[src/rtl/dmem_arb_pkg.sv]
// dmem_arb_pkg: shared encodings and helpers for the dmem arbiter slice.
//   SZ_*       : request size encodings (byte/half/word; 2'b11 is illegal)
//   state_t    : sequencer states ST_IDLE / ST_ACCESS / ST_RESP
//   access_err : alignment / illegal-size check on size and addr[1:0]
package dmem_arb_pkg;

  localparam logic [1:0] SZ_BYTE = 2'b00;
  localparam logic [1:0] SZ_HALF = 2'b01;
  localparam logic [1:0] SZ_WORD = 2'b10;

  typedef enum logic [1:0] {
    ST_IDLE   = 2'd0,
    ST_ACCESS = 2'd1,
    ST_RESP   = 2'd2
  } state_t;

  function automatic logic access_err(input logic [1:0] size, input logic [1:0] addr_lo);
    case (size)
      SZ_BYTE: access_err = 1'b0;
      SZ_HALF: access_err = addr_lo[0];
      SZ_WORD: access_err = (addr_lo != 2'b00);
      default: access_err = 1'b1;
    endcase
  endfunction

endpackage

[src/rtl/dmem_lane_align.sv]
// dmem_lane_align: combinational byte-lane steering between a byte-addressed
// access and the 32-bit word-wide dmem.
//   size, addr_lo, is_unsigned : latched access attributes
//   wdata                      : LSB-justified store data
//   dout                       : raw dmem read word
//   we, din                    : byte strobes and lane-replicated store data
//   rdata                      : selected lane, sign- or zero-extended
module dmem_lane_align
  import dmem_arb_pkg::*;
(
  input  logic [1:0]  size,
  input  logic [1:0]  addr_lo,
  input  logic        is_unsigned,
  input  logic [31:0] wdata,
  input  logic [31:0] dout,
  output logic [3:0]  we,
  output logic [31:0] din,
  output logic [31:0] rdata
);

  logic [31:0]        shifted;
  logic signed [7:0]  b8;
  logic signed [15:0] h16;

  always_comb begin
    we      = 4'b0000;
    din     = 32'd0;
    rdata   = 32'd0;
    // Move the addressed lane down to bit 0; half accesses are 2-byte aligned
    // here, so the same shift serves both byte and half extraction.
    shifted = dout >> {addr_lo, 3'b000};
    b8      = shifted[7:0];
    h16     = shifted[15:0];
    case (size)
      SZ_BYTE: begin
        we    = 4'b0001 << addr_lo;
        din   = {4{wdata[7:0]}};
        rdata = is_unsigned ? {24'd0, b8} : {{24{b8[7]}}, b8};
      end
      SZ_HALF: begin
        we    = 4'b0011 << addr_lo;
        din   = {2{wdata[15:0]}};
        rdata = is_unsigned ? {16'd0, h16} : {{16{h16[15]}}, h16};
      end
      SZ_WORD: begin
        we    = 4'b1111;
        din   = wdata;
        rdata = dout;
      end
      default: begin
        we    = 4'b0000;
        din   = 32'd0;
        rdata = 32'd0;
      end
    endcase
  end

endmodule

[src/rtl/dmem_arbiter.sv]
// dmem_arbiter: two-port round-robin arbiter and access sequencer for dmem.
//   clk, rst_n            : clock, asynchronous active-low reset
//   mN_req_*  (N = 0, 1)  : valid/ready request channel (we, size, unsigned,
//                           byte address, LSB-justified store data)
//   mN_resp_* (N = 0, 1)  : valid/ready response channel (rdata, err)
//   dmem_*                : word-aligned memory port, active only in ACCESS
// One transaction is in flight at a time: IDLE -> ACCESS -> RESP -> IDLE,
// with erroneous accesses going IDLE -> RESP without touching memory.
module dmem_arbiter
  import dmem_arb_pkg::*;
#(
  parameter int ADDR_W = 14
) (
  input  logic              clk,
  input  logic              rst_n,
  input  logic              m0_req_valid,
  output logic              m0_req_ready,
  input  logic              m0_req_we,
  input  logic [1:0]        m0_req_size,
  input  logic              m0_req_unsigned,
  input  logic [ADDR_W-1:0] m0_req_addr,
  input  logic [31:0]       m0_req_wdata,
  output logic              m0_resp_valid,
  input  logic              m0_resp_ready,
  output logic [31:0]       m0_resp_rdata,
  output logic              m0_resp_err,
  input  logic              m1_req_valid,
  output logic              m1_req_ready,
  input  logic              m1_req_we,
  input  logic [1:0]        m1_req_size,
  input  logic              m1_req_unsigned,
  input  logic [ADDR_W-1:0] m1_req_addr,
  input  logic [31:0]       m1_req_wdata,
  output logic              m1_resp_valid,
  input  logic              m1_resp_ready,
  output logic [31:0]       m1_resp_rdata,
  output logic              m1_resp_err,
  output logic              dmem_en,
  output logic [3:0]        dmem_we,
  output logic [ADDR_W-1:0] dmem_addr,
  output logic [31:0]       dmem_din,
  input  logic [31:0]       dmem_dout
);

  state_t            state;
  logic              last_grant;
  logic              grant;
  logic              sel;
  logic              idle;
  logic              access;
  logic              hs;
  logic              resp_done;

  logic              req_we;
  logic              req_uns;
  logic [1:0]        req_size;
  logic [ADDR_W-1:0] req_addr;
  logic [31:0]       req_wdata;
  logic              req_err;

  logic              we_q;
  logic              uns_q;
  logic [1:0]        size_q;
  logic [ADDR_W-1:0] addr_q;
  logic [31:0]       wdata_q;
  logic [31:0]       rdata_q;
  logic              err_q;

  logic [3:0]        lane_we;
  logic [31:0]       lane_din;
  logic [31:0]       lane_rdata;

  // A lone requester wins outright; on contention (or with no requester) the
  // candidate is the port that was not granted last.
  always_comb begin
    case ({m1_req_valid, m0_req_valid})
      2'b01:   sel = 1'b0;
      2'b10:   sel = 1'b1;
      default: sel = ~last_grant;
    endcase
  end

  assign req_we    = sel ? m1_req_we       : m0_req_we;
  assign req_uns   = sel ? m1_req_unsigned : m0_req_unsigned;
  assign req_size  = sel ? m1_req_size     : m0_req_size;
  assign req_addr  = sel ? m1_req_addr     : m0_req_addr;
  assign req_wdata = sel ? m1_req_wdata    : m0_req_wdata;
  assign req_err   = access_err(req_size, req_addr[1:0]);

  assign idle      = (state == ST_IDLE);
  assign access    = (state == ST_ACCESS);
  assign hs        = idle && (sel ? m1_req_valid : m0_req_valid);
  assign resp_done = (state == ST_RESP) && (grant ? m1_resp_ready : m0_resp_ready);

  // rst_n gating keeps ready low throughout reset, not just after the first edge.
  assign m0_req_ready = rst_n && idle && !sel;
  assign m1_req_ready = rst_n && idle &&  sel;

  always_ff @(posedge clk or negedge rst_n) begin
    if (!rst_n) begin
      state      <= ST_IDLE;
      last_grant <= 1'b1;
      grant      <= 1'b0;
    end else begin
      case (state)
        ST_IDLE: begin
          if (hs) begin
            grant      <= sel;
            last_grant <= sel;
            state      <= req_err ? ST_RESP : ST_ACCESS;
          end
        end
        ST_ACCESS: state <= ST_RESP;
        ST_RESP:   if (resp_done) state <= ST_IDLE;
        default:   state <= ST_IDLE;
      endcase
    end
  end

  // Request capture and response data; outputs are qualified by state, so
  // these registers need no reset.
  always_ff @(posedge clk) begin
    if (hs) begin
      we_q    <= req_we;
      uns_q   <= req_uns;
      size_q  <= req_size;
      addr_q  <= req_addr;
      wdata_q <= req_wdata;
      err_q   <= req_err;
      rdata_q <= 32'd0;
    end else if (access) begin
      rdata_q <= we_q ? 32'd0 : lane_rdata;
    end
  end

  dmem_lane_align u_lane_align (
    .size        (size_q),
    .addr_lo     (addr_q[1:0]),
    .is_unsigned (uns_q),
    .wdata       (wdata_q),
    .dout        (dmem_dout),
    .we          (lane_we),
    .din         (lane_din),
    .rdata       (lane_rdata)
  );

  assign dmem_en   = access;
  assign dmem_we   = (access && we_q) ? lane_we : 4'b0000;
  assign dmem_addr = access ? {addr_q[ADDR_W-1:2], 2'b00} : '0;
  assign dmem_din  = (access && we_q) ? lane_din : 32'd0;

  assign m0_resp_valid = (state == ST_RESP) && !grant;
  assign m1_resp_valid = (state == ST_RESP) &&  grant;
  assign m0_resp_rdata = m0_resp_valid ? rdata_q : 32'd0;
  assign m1_resp_rdata = m1_resp_valid ? rdata_q : 32'd0;
  assign m0_resp_err   = m0_resp_valid && err_q;
  assign m1_resp_err   = m1_resp_valid && err_q;

endmodule

[config.mk]
export PLATFORM = sky130hd
export DESIGN_NAME = dmem_arbiter
export DESIGN_NICKNAME = d
export VERILOG_FILES = /design/src/rtl/dmem_arb_pkg.sv /design/src/rtl/dmem_lane_align.sv /design/src/rtl/dmem_arbiter.sv
export SDC_FILE = /design/constraint.sdc
export NUM_CORES = 1
export LEC_CHECK = 0
export ABC_AREA = 1
export CAP_MARGIN = 0
export CORE_MARGIN = 2
export CORE_UTILIZATION = 47
export CTS_CLUSTER_DIAMETER = 200
export CTS_CLUSTER_SIZE = 20
export DETAILED_ROUTE_END_ITERATION = 8
export PLACE_DENSITY = 0.95
export SLEW_MARGIN = 25
export SYNTH_ARGS = -nofsm -noshare
export SYNTH_HDL_FRONTEND = slang
export SYNTH_HIERARCHICAL = 1
export SYNTH_SLANG_ARGS = --single-unit
[constraint.sdc]
create_clock -name clk -period 3.3 [get_ports clk]
set_clock_uncertainty 0.15 [all_clocks]
set_input_delay 0.66 -clock clk [delete_from_list [all_inputs] [get_ports clk]]
set_output_delay 0.66 -clock clk [all_outputs]
set_load 0.02 [all_outputs]
# Word-level counts from Yosys, hierarchy flattened
# Cells that the tools add are included.
totals:
  reg_bits: 87
  inputBits: 138
  output_inout_bits: 121
  wordCells: 66
classes:
  n_eq_ne: 10
  shifts: 3
  n_mux: 24
  n_bitwise: 1
  reduce_logical: 18
ops:
  columns: ["op", "n"]
  rows:
  - ["$mux 32", 7]
  - ["$pmux 32 s3", 2]
  - ["$shr 32x5->16", 1]
  - ["$mux 14", 2]
  - ["$pmux 4 s3", 1]
  - ["$logic_and 1x1->1", 10]
  - ["$eq 2x1->1 const B", 4]
  - ["$eq 2x2->1 const B", 4]
  - ["$mux 2", 4]
  - ["$logic_not 2->1", 3]
  - ["$pmux 2 s3", 1]
  - ["$mux 1", 4]
  - ["$mux 4", 1]
  - ["$reduce_and 2->1", 2]
  - ["$shl 1x2->4 const A", 1]
  - ["$shl 2x2->4 const A", 1]
  - ["$pmux 1 s3", 1]
  - ["$logic_not 1->1", 2]
  - ["$ne 2x1->1 const B", 1]
  - ["$ne 2x2->1 const B", 1]
  - ["$pmux 1 s2", 1]
  - ["$reduce_bool 2->1", 1]
  - ["$not 1->1", 1]

# Depth between registers and ports, before layout
# Gate-level depths: netlist of run 1.
depth:
  word_depth: 8
  mapped_depth: 11
  depth_no_buf: 11

# Modules after synthesis
# The synthesis of run 1 kept the hierarchy.
by_module_without_submodules:
  columns: ["mod", "instances", "cells_per_inst", "area_per_inst_um2", "seq_area_each_um2"]
  rows:
  - ["dmem_arbiter", 1, 597, 4714.5, 2273.4]
  - ["dmem_lane_align", 1, 271, 1228.7, 0.0]

# Worst setup path before layout of run 1
# Ideal clock, no wire load.
synth_timing:
  kind: "input to output"
  startpoint: "input m0_req_valid"
  endpoint: "output m0_req_ready"
  t_arrival_ps: 1909
  required_time_ps: 2490
  setup_slack_ps: 581
  stages: 7
  n_path_buf: 1
  cell_sequence: "inv_1 > ha_1 > inv_1 > nand2_1 > nand2_1 > buf_2 > nor3_1"
synth_between:
  elab_chain_len: 4
  word_cells_on_any_way: 5
  classes_between: "eq/ne: 2; mux: 1; reduce/logical: 2"
synth_rtl:
  columns: ["item", "line", "text"]
  rows:
  - ["from (decl)", "dmem_arbiter.sv:16", "input logic m0_req_valid,"]
  - ["$eq 2x2->1 / $eq 2x1->1 (equally long branches)", "dmem_arbiter.sv:76", "case ({m1_req_valid, m0_req_valid})"]
  - ["$pmux 1 s2 *", "dmem_arbiter.sv:76", null]
  - ["$logic_not 1->1 *", "dmem_arbiter.sv:96", "assign m0_req_ready = rst_n && idle && !sel;"]
  - ["$logic_and 1x1->1 *", "dmem_arbiter.sv:96", null]
  - ["to (decl)", "dmem_arbiter.sv:17", "output logic m0_req_ready,"]
# Every way passes the cells marked *; elsewhere a longest branch is shown, timed or not.

# Final worst setup path of run 1
layout_timing:
  startpoint: "register size_q[1]"
  endpoint: "output dmem_din[29]"
layout_between:
  elab_chain_len: 3
  word_cells_on_any_way: 5
  classes_between: "eq/ne: 2; mux: 2; reduce/logical: 1"
layout_rtl:
  columns: ["item", "line", "text"]
  rows:
  - ["from (decl)", "dmem_arbiter.sv:63", "logic [1:0] size_q;"]
  - ["from (signal assigned)", "dmem_arbiter.sv:126", "size_q <= req_size;"]
  - ["$eq 2x2->1 (tied with other cells)", "dmem_lane_align.sv:34", "case (size)"]
  - ["$pmux 32 s3 *", "dmem_lane_align.sv:34", null]
  - ["net lane_din[29]", "dmem_arbiter.sv:70", "logic [31:0] lane_din;"]
  - ["$mux 32 *", "dmem_arbiter.sv:150", "assign dmem_din = (access && we_q) ? lane_din : 32'd0;"]
  - ["to (decl)", "dmem_arbiter.sv:41", "output logic [31:0] dmem_din,"]
# Mark *: on every way through the listed nets, which the timed path passes. The rest lies on a longest branch.

==> metrics.csv, run 1 <==
metric;value;unit
nets;1246;
tightest_slew;1000;ps
cp.required;2490;ps
crit_path_end_kind;primary output;
hold_slack;348;ps
maxCapViolCount;0;
io_pins;259;
synth-simple-area-share;33.8;%
clock.fmax;317;MHz
multi_input_area;0.00278;mm²
synth.mux.area_fraction;0;%
cts_tree;done;
num_vias;6380;
core_area;0.0125;mm²
dp_hpwl;13900;µm
dieArea;0.0136;mm²
r2r_start;addr_q[0];
area_delta_synth_final;48.9;%
synthAdderAreaFrac;0.421;%
gp_congestion;0.870;
setup_viol;0;
cts_sinks;87;
grt_max_degree;65;
netlist_area;0.00594;mm²
final_layout_size_suffix_gt1_share;7.47;%
fin_crit;3160;ps
hold_path_class;flip-flop to flip-flop;
avgSynthCellArea;6.85;µm²
start_kind;flip-flop;
p_total;6080;µW
floorplan.initialDensity;47.7;%
grt.overflow.total;0;
leakage;0.00397;µW
drc;0;
slew_viol_final;0;
async_reset_ff_share;4.60;%
cp_slowest_stage_delay;620;ps
postSynthCellCount;868;
crit_path_top_delay_cell;clkdlybuf4s50_1;
rsz0062_at_grt;false;
worstSetupPathType;flip-flop to primary output;
synthXorXnorAreaFrac;0;%
synth_compound_area_share;12.4;%
wl_per_cell;14.6;µm
ys_ff_latch;87;
crit_chain;buf_4 > nor2_2 > buf_4 > nand2_1 > nand3_1 > inv_1 > nor2_1 > clkdlybuf4s50_1;
hold_path_startpoint;rdata_q[19];
synth-main-ff-cell;edfxtp_1;
antenna_cells;0;
htree_levels;3;
path_max_fanout;10;
grt_pass1_wl;27900;µm
crit_start;size_q[1];
layout_setup_ws;143;ps
synth_edf_count;51;
io_buffer_count;256;
slew_headroom;33.1;%
layout_common_cells;nand2_1, clkdlybuf4s50_1, inv_1;
drtPass1Iterations;6;
dp_slack;18.8;ps
routed_via_density;4.97;
antenna_found_initial;0;
seqCellArea;0.00227;mm²
outcome;complete, no violations;
yosysSeqAreaShare;38.3;%
ant_nets;0;
fill_cells;978;
tns;0;ps
cp_common_cell;buf_4;
power_density;686;mW/mm²
clockBufferDepth;2;
finalNonFillerCells;1283;
clk_latency;340;ps
fp.dieW;116;µm
finalCritPeriodShare;95.7;%
place_inst;1266;
track_usage;26.7;%
numCtsBuffers;9;
crit_arrival;2350;ps
wl;18700;µm
first_global_vias;5922;
yosysWarnings;6;
rows;41;
synth_cell_type_count;31;
peakVddDrop;0.399;mV
finalHoldViolations;0;
root_buffer;clkbuf_16;
die_y;116;µm
drt_iter0_markers;584;
cts.clk_slew.worst_paths;60;ps
layout_commonest_cell;nand2_1;
synth_top_family_by_area;simple AND/OR/NAND/NOR gates;
==> power by group <==
part | switching [µW] | total [µW] | internal [µW]
registers | 165 | 1830 | 1670
logic | 2030 | 3170 | 1140
clock network | 418 | 1080 | 658
==> worst paths after layout <==
path | cells after the start | slack [ps] | endpoint
worst max-delay path | 8 | 140 | dmem_din[29]
worst min-delay path | 2 | 350 | rdata_q[19]
worst max register to register | 8 | 1130 | rdata_q[9]
worst min register to register | 2 | 350 | rdata_q[19]
max in group asynchronous | 2 | 2320 | last_grant
min in group asynchronous | 2 | 490 | state[1]
==> layer usage <==
layer | global-route usage (%) | wire (µm) | vias up
met5 | 0 | 0 | -
met4 | 14.0 | 785 | 0
met3 | 7.27 | 1790 | 64
met2 | 46.8 | 9190 | 315
met1 | 29.6 | 6920 | 2836
li1 | - | - | 3165
==> worst max-delay path: cells and delay by family, from the launching register on <==
kind,cells,cell delay (ps)
buffers and inverters,4,1080
DFF,1,440
and+or+nand+nor,4,480
==> area by class of cell <==
class	count	area share (%)
sequential	87	25.7
multi-input combinational	592	31.4
inverter	141	6.02
clock inverter	5	0.820
timing repair buffer	275	31.0
clock buffer	11	2.63
tap	172	2.43
==> cells in the mapped netlist, drive strengths merged, types with 3 or more instances <==
cell,count,area share [%]
inv,141,8.9
dfrtp,3,1.3
a211oi,32,6.4
edfxtp,51,26
nor2,134,9.3
nand3,64,5.6
o211ai,14,1.8
nand2,294,19
o21ai,13,1.2
a21oi,33,2.8
clkbuf,9,0.91
buf,40,5.3
dfxtp,32,11
==> state kept, by name, summed over array words and instances, names as in the netlist <==
register	flops
last_grant	1
wdata_q	32
grant	1
we_q	1
state	2
size_q	2
rdata_q	32
addr_q	14
uns_q	1
err_q	1
==> logic make-up after synthesis <==
logic type      after synthesis
other cells                   1
fa+ha+maj                     2
flops                        87
compound gates               94
simple gates                494
buf+inv                     190
==> metrics by stage <==
stage | instance area (µm²) | utilization, %
final | 8850 | 71.0
after global routing | 8850 | 71.0
after CTS | 8820 | 70.8
after detailed placement | 8510 | 68.3
after global placement | 8510 | 68.3
after floorplan | 5950 | -
==> what timing repair did <==
item | 4_1_cts | 5_1_grt
endpoints found under the hold margin | 0 | 0
buffers inserted | 0 | 1
setup endpoints to repair | 10 | 28
hold buffers | 0 | 0
gates resized for setup | 1 | 5
Power figures use the tool's default switching activity.
==> run 2, diff against run 1 <==
--- a/config.mk
+++ b/config.mk
@@ -13,6 +13,7 @@
 export CTS_CLUSTER_SIZE = 20
 export DETAILED_ROUTE_END_ITERATION = 8
 export PLACE_DENSITY = 0.95
+export RECOVER_POWER = 50
 export SLEW_MARGIN = 25
 export SYNTH_ARGS = -nofsm -noshare
 export SYNTH_HDL_FRONTEND = slang
==> run 2 against run 1 <==
Clock power about the same. Utilization decreased by 1.2 points. Fmax decreased by 0.37%. Sequential share of layout area increased by 0.42 points. Non-clock buffer count unchanged. Combinational power decreased by 4%. Via count increased by 0.39%. Count of clock-buffer cells in the layout unchanged.
==> metrics.csv, run 2 (synthesis results as in run 1) <==
metric;value;unit;change
outcome;complete, no violations;;
cp.required;2490;ps;about the same
wl;18800;µm;+0.44%
routed_via_density;4.99;;+0.39%
slew_headroom;0.954;%;-32 points
largest_registers;rdata_q x32, wdata_q x32, addr_q x14;;
slew_viol_final;0;;unchanged
tightest_slew;1490;ps;+483 ps
io_buffer_count;256;;unchanged
cts_sinks;87;;unchanged
fin_crit;3170;ps;+11.7 ps
track_usage;26.7;%;unchanged
drtPass1Iterations;7;;+1
grt.overflow.total;0;;unchanged
clk_latency;340;ps;about the same
first_global_vias;5922;;unchanged
reg2reg_slack;750;ps;-380 ps
clock.fmax;316;MHz;-0.37%
ant_nets;0;;unchanged
numCtsBuffers;9;;unchanged
dp_hpwl;13900;µm;unchanged
peakVddDrop;0.397;mV;-0.59%
wl_per_cell;14.6;µm;+0.44%
finalHoldViolations;0;;unchanged
start_kind;flip-flop;;
fp.dieW;116;µm;unchanged
crit_path_end_kind;primary output;;
maxCapViolCount;0;;unchanged
leakage;0.00392;µW;-1.1%
tns;0;ps;unchanged
path_max_fanout;10;;unchanged
grt_pass1_wl;27900;µm;unchanged
htree_levels;3;;unchanged
antenna_cells;0;;unchanged
cts.clk_slew.worst_paths;60;ps;about the same
antenna_found_initial;0;;unchanged
ctsHoldBuffers;0;;unchanged
rows;41;;unchanged
drt_iter0_markers;527;;-9.8%
root_buffer;clkbuf_16;;
crit_arrival;2360;ps;about the same
floorplan.initialDensity;47.7;%;unchanged
cts_tree;done;;
num_vias;6405;;+0.39%
nets;1246;;unchanged
layout_commonest_cell;nand2_1;;
final_layout_size_suffix_gt1_share;5.13;%;-2.3 points
hold_path_class;flip-flop to flip-flop;;
setup_viol;0;;unchanged
layout_common_cells;nand2_1, clkdlybuf4s50_1, inv_1;;
drc;0;;unchanged
rsz0062_at_grt;false;;
core_area;0.0125;mm²;unchanged
grt_max_degree;65;;unchanged
worstSetupPathType;flip-flop to primary output;;
io_pins;259;;unchanged
hold_slack;339;ps;-8.73 ps
power_density;683;mW/mm²;-0.49%
gp_congestion;0.870;;unchanged
dieArea;0.0136;mm²;unchanged
finalCritPeriodShare;96.0;%;+0.35 points
clockBufferDepth;2;;unchanged
die_y;116;µm;unchanged
area_delta_synth_final;46.5;%;
==> run 2: cell count changes in the layout (fill, tap and decap cells not counted), sizes merged <==
cell,delta
clkdlybuf4s50,-3
clkbuf,+5
buf,-5
dlygate4sd3,+3
==> run 2: timing repair <==
action / in CTS / in global routing
pin swaps: 0 / 0
resized for setup: 1 / 5
buffers inserted: 0 / 1
setup endpoints to repair: 10 / 28
==> run 2: cell type report <==
class / count / area [µm²]
Fill cell: 1006 / 3760
Tap cell: 172 / 215
Timing Repair Buffer: 275 / 2720
Multi-Input combinational cell: 592 / 2660
Inverter: 141 / 533
Clock inverter: 5 / 72.6
Sequential cell: 87 / 2270
Clock buffer: 11 / 233
==> run 2: layer usage <==
| layer | vias to the layer above | share of wire, % | global-route usage (%) |
|---|---|---|---|
| met5 | - | 0 | 0 |
| met4 | 0 | 3.6 | 14.0 |
| met3 | 53 | 9.4 | 7.27 |
| met2 | 327 | 50 | 46.8 |
| met1 | 2856 | 37 | 29.6 |
| li1 | 3169 | - | - |
==> run 2: where the power goes <==
| part | internal (µW) | leakage [µW] | switching (µW) |
|---|---|---|---|
| sequential | 1680 | 0.000802 | 165 |
| clock | 658 | 0.000149 | 417 |
| combinational | 1060 | 0.00297 | 1970 |
==> run 2: through the flow <==
stage / power [µW] / util [%] / area (µm²) / std cells / worst slack [ps]
after floorplan: 4060 / - / 5950 / 869 / 581
after global placement: 4880 / 68.3 / 8510 / 1266 / 57.8
after detailed placement: 4960 / 68.3 / 8510 / 1266 / 18.8
after CTS: 6070 / 70.8 / 8820 / 1282 / 16.9
after global routing: 6330 / 69.9 / 8710 / 1283 / 17.7
final: 5950 / 69.9 / 8710 / 1283 / 131
==> run 2: path summary, 6_finish.rpt <==
kind / start / cells after the start / end
worst min-delay path: rdata_q[14] / 2 / rdata_q[14]
worst min register to register: rdata_q[14] / 2 / rdata_q[14]
worst max-delay path: size_q[1] / 8 / dmem_din[29]
min in group asynchronous: rst_n / 2 / state[1]
worst max register to register: state[1] / 4 / addr_q[11]
max in group asynchronous: rst_n / 2 / last_grant
==> run 2: critical path, stage by stage, from the launching register on <==
cell and delay [ps]:
edfxtp_1 440, buf_4 220, nor2_2 200, buf_4 200, nand2_1 80, nand3_1 90, inv_1 40, nor2_1 120
clkdlybuf4s50_1 620
==> run 3, diff against run 2 <==
--- a/config.mk
+++ b/config.mk
@@ -8,11 +8,11 @@
 export ABC_AREA = 1
 export CAP_MARGIN = 0
 export CORE_MARGIN = 2
-export CORE_UTILIZATION = 47
+export CORE_UTILIZATION = 43
 export CTS_CLUSTER_DIAMETER = 200
 export CTS_CLUSTER_SIZE = 20
 export DETAILED_ROUTE_END_ITERATION = 8
-export PLACE_DENSITY = 0.95
+export PLACE_DENSITY = 0.89
 export RECOVER_POWER = 50
 export SLEW_MARGIN = 25
 export SYNTH_ARGS = -nofsm -noshare
==> constraint.sdc (replaced) <==
create_clock -name clk -period 3.21 [get_ports clk]
set_clock_uncertainty 0.15 [all_clocks]
set_input_delay 0.642 -clock clk [delete_from_list [all_inputs] [get_ports clk]]
set_output_delay 0.642 -clock clk [all_outputs]
set_load 0.02 [all_outputs]
==> run 3 against run 2 <==
Critical path depth stayed put. Routed wire length rose by 3.7%. Largest cell class is now multi-input gates. Die area rose by 9.0%. Largest power group unchanged.
==> metrics.csv, run 3 (synthesis results as in run 1) <==
metric;value;unit;change
cts.clk_slew.worst_paths;60;ps;about the same
p_total;6160;µW;+3.6%
rows;42;;+2.4%
cts_sinks;87;;unchanged
fin_crit;3110;ps;
dieArea;0.0148;mm²;+9.0%
peakVddDrop;0.317;mV;-20%
clock.fmax;321;MHz;
clk_latency;350;ps;about the same
layout_commonest_cell;nand2_1;;
start_kind;flip-flop;;
dp_slack;-78.3;ps;-97.0 ps
worstSetupPathType;flip-flop to primary output;;
dp_hpwl;14200;µm;+2.3%
fill_cells;1100;;+9.3%
largest_registers;rdata_q x32, wdata_q x32, addr_q x14;;
clockBufferDepth;2;;unchanged
place_inst;1270;;+0.32%
slew_viol_final;0;;unchanged
cts_tree;done;;
drc;0;;unchanged
power_density;701;mW/mm²;+2.6%
grt_max_degree;65;;unchanged
fp.dieW;122;µm;+4.4%
root_buffer;clkbuf_16;;
ant_nets;0;;unchanged
io_buffer_count;256;;unchanged
routed_via_density;5.00;;+0.12%
grt_pass1_wl;29600;µm;+6.1%
crit_arrival;2320;ps;-40 ps
whs_path_depth;2;;unchanged
cp.required;2420;ps;-70 ps
final_layout_size_suffix_gt1_share;6.84;%;+1.7 points
drtPass1Iterations;5;;-2
antenna_cells;0;;unchanged
hold_slack;342;ps;+3.40 ps
hold_path_class;flip-flop to flip-flop;;
drt_iter0_markers;567;;+7.6%
final_util;65.9;%;-4.0 points
wl_per_cell;15.1;µm;+3.4%
antenna_found_initial;0;;unchanged
nets;1246;;unchanged
layout_common_cells;nand2_1, clkdlybuf4s50_1, inv_1;;
maxCapViolCount;0;;unchanged
grt.overflow.total;0;;unchanged
floorplan.initialDensity;44.5;%;-3.2 points
area_delta_synth_final;48.0;%;
core_area;0.0133;mm²;+7.1%
num_vias;6433;;+0.44%
first_global_vias;6008;;+1.5%
ctsHoldBuffers;0;;unchanged
die_y;122;µm;+4.4%
wl;19500;µm;+3.7%
crit_path_end_kind;primary output;;
gp_congestion;0.889;;+2.2%
leakage;0.00415;µW;+5.7%
track_usage;25.7;%;-0.98 points
finalHoldViolations;0;;unchanged
io_pins;259;;unchanged
path_max_fanout;10;;unchanged
htree_levels;3;;unchanged
layout_setup_ws;96.1;ps;-35.1 ps
outcome;complete, no violations;;
slew_headroom;6.75;%;+5.8 points
reg2regPathDepth;9;;+5
tightest_slew;1400;ps;-87.0 ps
finalNonFillerCells;1287;;+0.31%
rsz0062_at_grt;false;;
setup_viol;0;;unchanged
numCtsBuffers;9;;unchanged
finalCritPeriodShare;97.0;%;
==> run 3: final cells by class <==
cell class / instances / area, µm² / area share (%)
multi-input combinational: 592 / 2740 / 31.2
timing repair buffer: 275 / 2720 / 30.9
sequential: 87 / 2270 / 25.9
inverter: 141 / 538 / 6.12
clock buffer: 14 / 289 / 3.29
tap: 176 / 220 / 2.50
clock inverter: 2 / 10.0 / 0.114
==> run 3: power breakdown <==
part | switching [µW] | internal (µW) | total [µW]
registers | 190 | 1720 | 1910
clock network | 440 | 624 | 1060
logic | 2070 | 1110 | 3190
==> run 3: routing by layer <==
metal	vias to the layer above	global-route usage (%)	part of all wire, %
met2	318	45.9	50
met5	-	0	0
met1	2910	28.5	38
li1	3169	-	-
met4	0	9.84	2.7
met3	36	8.43	9.3
==> run 3: critical path, stage by stage (launching register included) <==
cell	delay, ps
edfxtp_1	430
inv_1	150
nand2_2	180
inv_2	170
nand2_1	120
nand2_1	90
inv_1	50
nor2_1	140
clkdlybuf4s50_1	630
==> run 3: stage by stage <==
stage / instance area (µm²) / setup TNS [ps]
after detailed placement: 8500 / -110
after CTS: 8810 / 0
after floorplan: 5950 / 0
final: 8790 / 0
after global placement: 8500 / -5.57
after global routing: 8790 / 0
==> run 3: repair_timing <==
| item | CTS | global route |
|---|---|---|
| setup buffers | 0 | 1 |
| setup endpoints to repair | 21 | 26 |
| endpoints found under the hold margin | 0 | 0 |
| gates resized for setup | 5 | 19 |
==> run 3: path summary, 6_finish.rpt <==
check	slack (ps)	endpoint	from
min in group asynchronous	570	grant	rst_n
min reg2reg	340	rdata_q[22]	rdata_q[22]
max in group asynchronous	2090	last_grant	rst_n
min	340	rdata_q[22]	rdata_q[22]
max reg2reg	220	rdata_q[31]	addr_q[0]
max	100	dmem_din[10]	size_q[1]
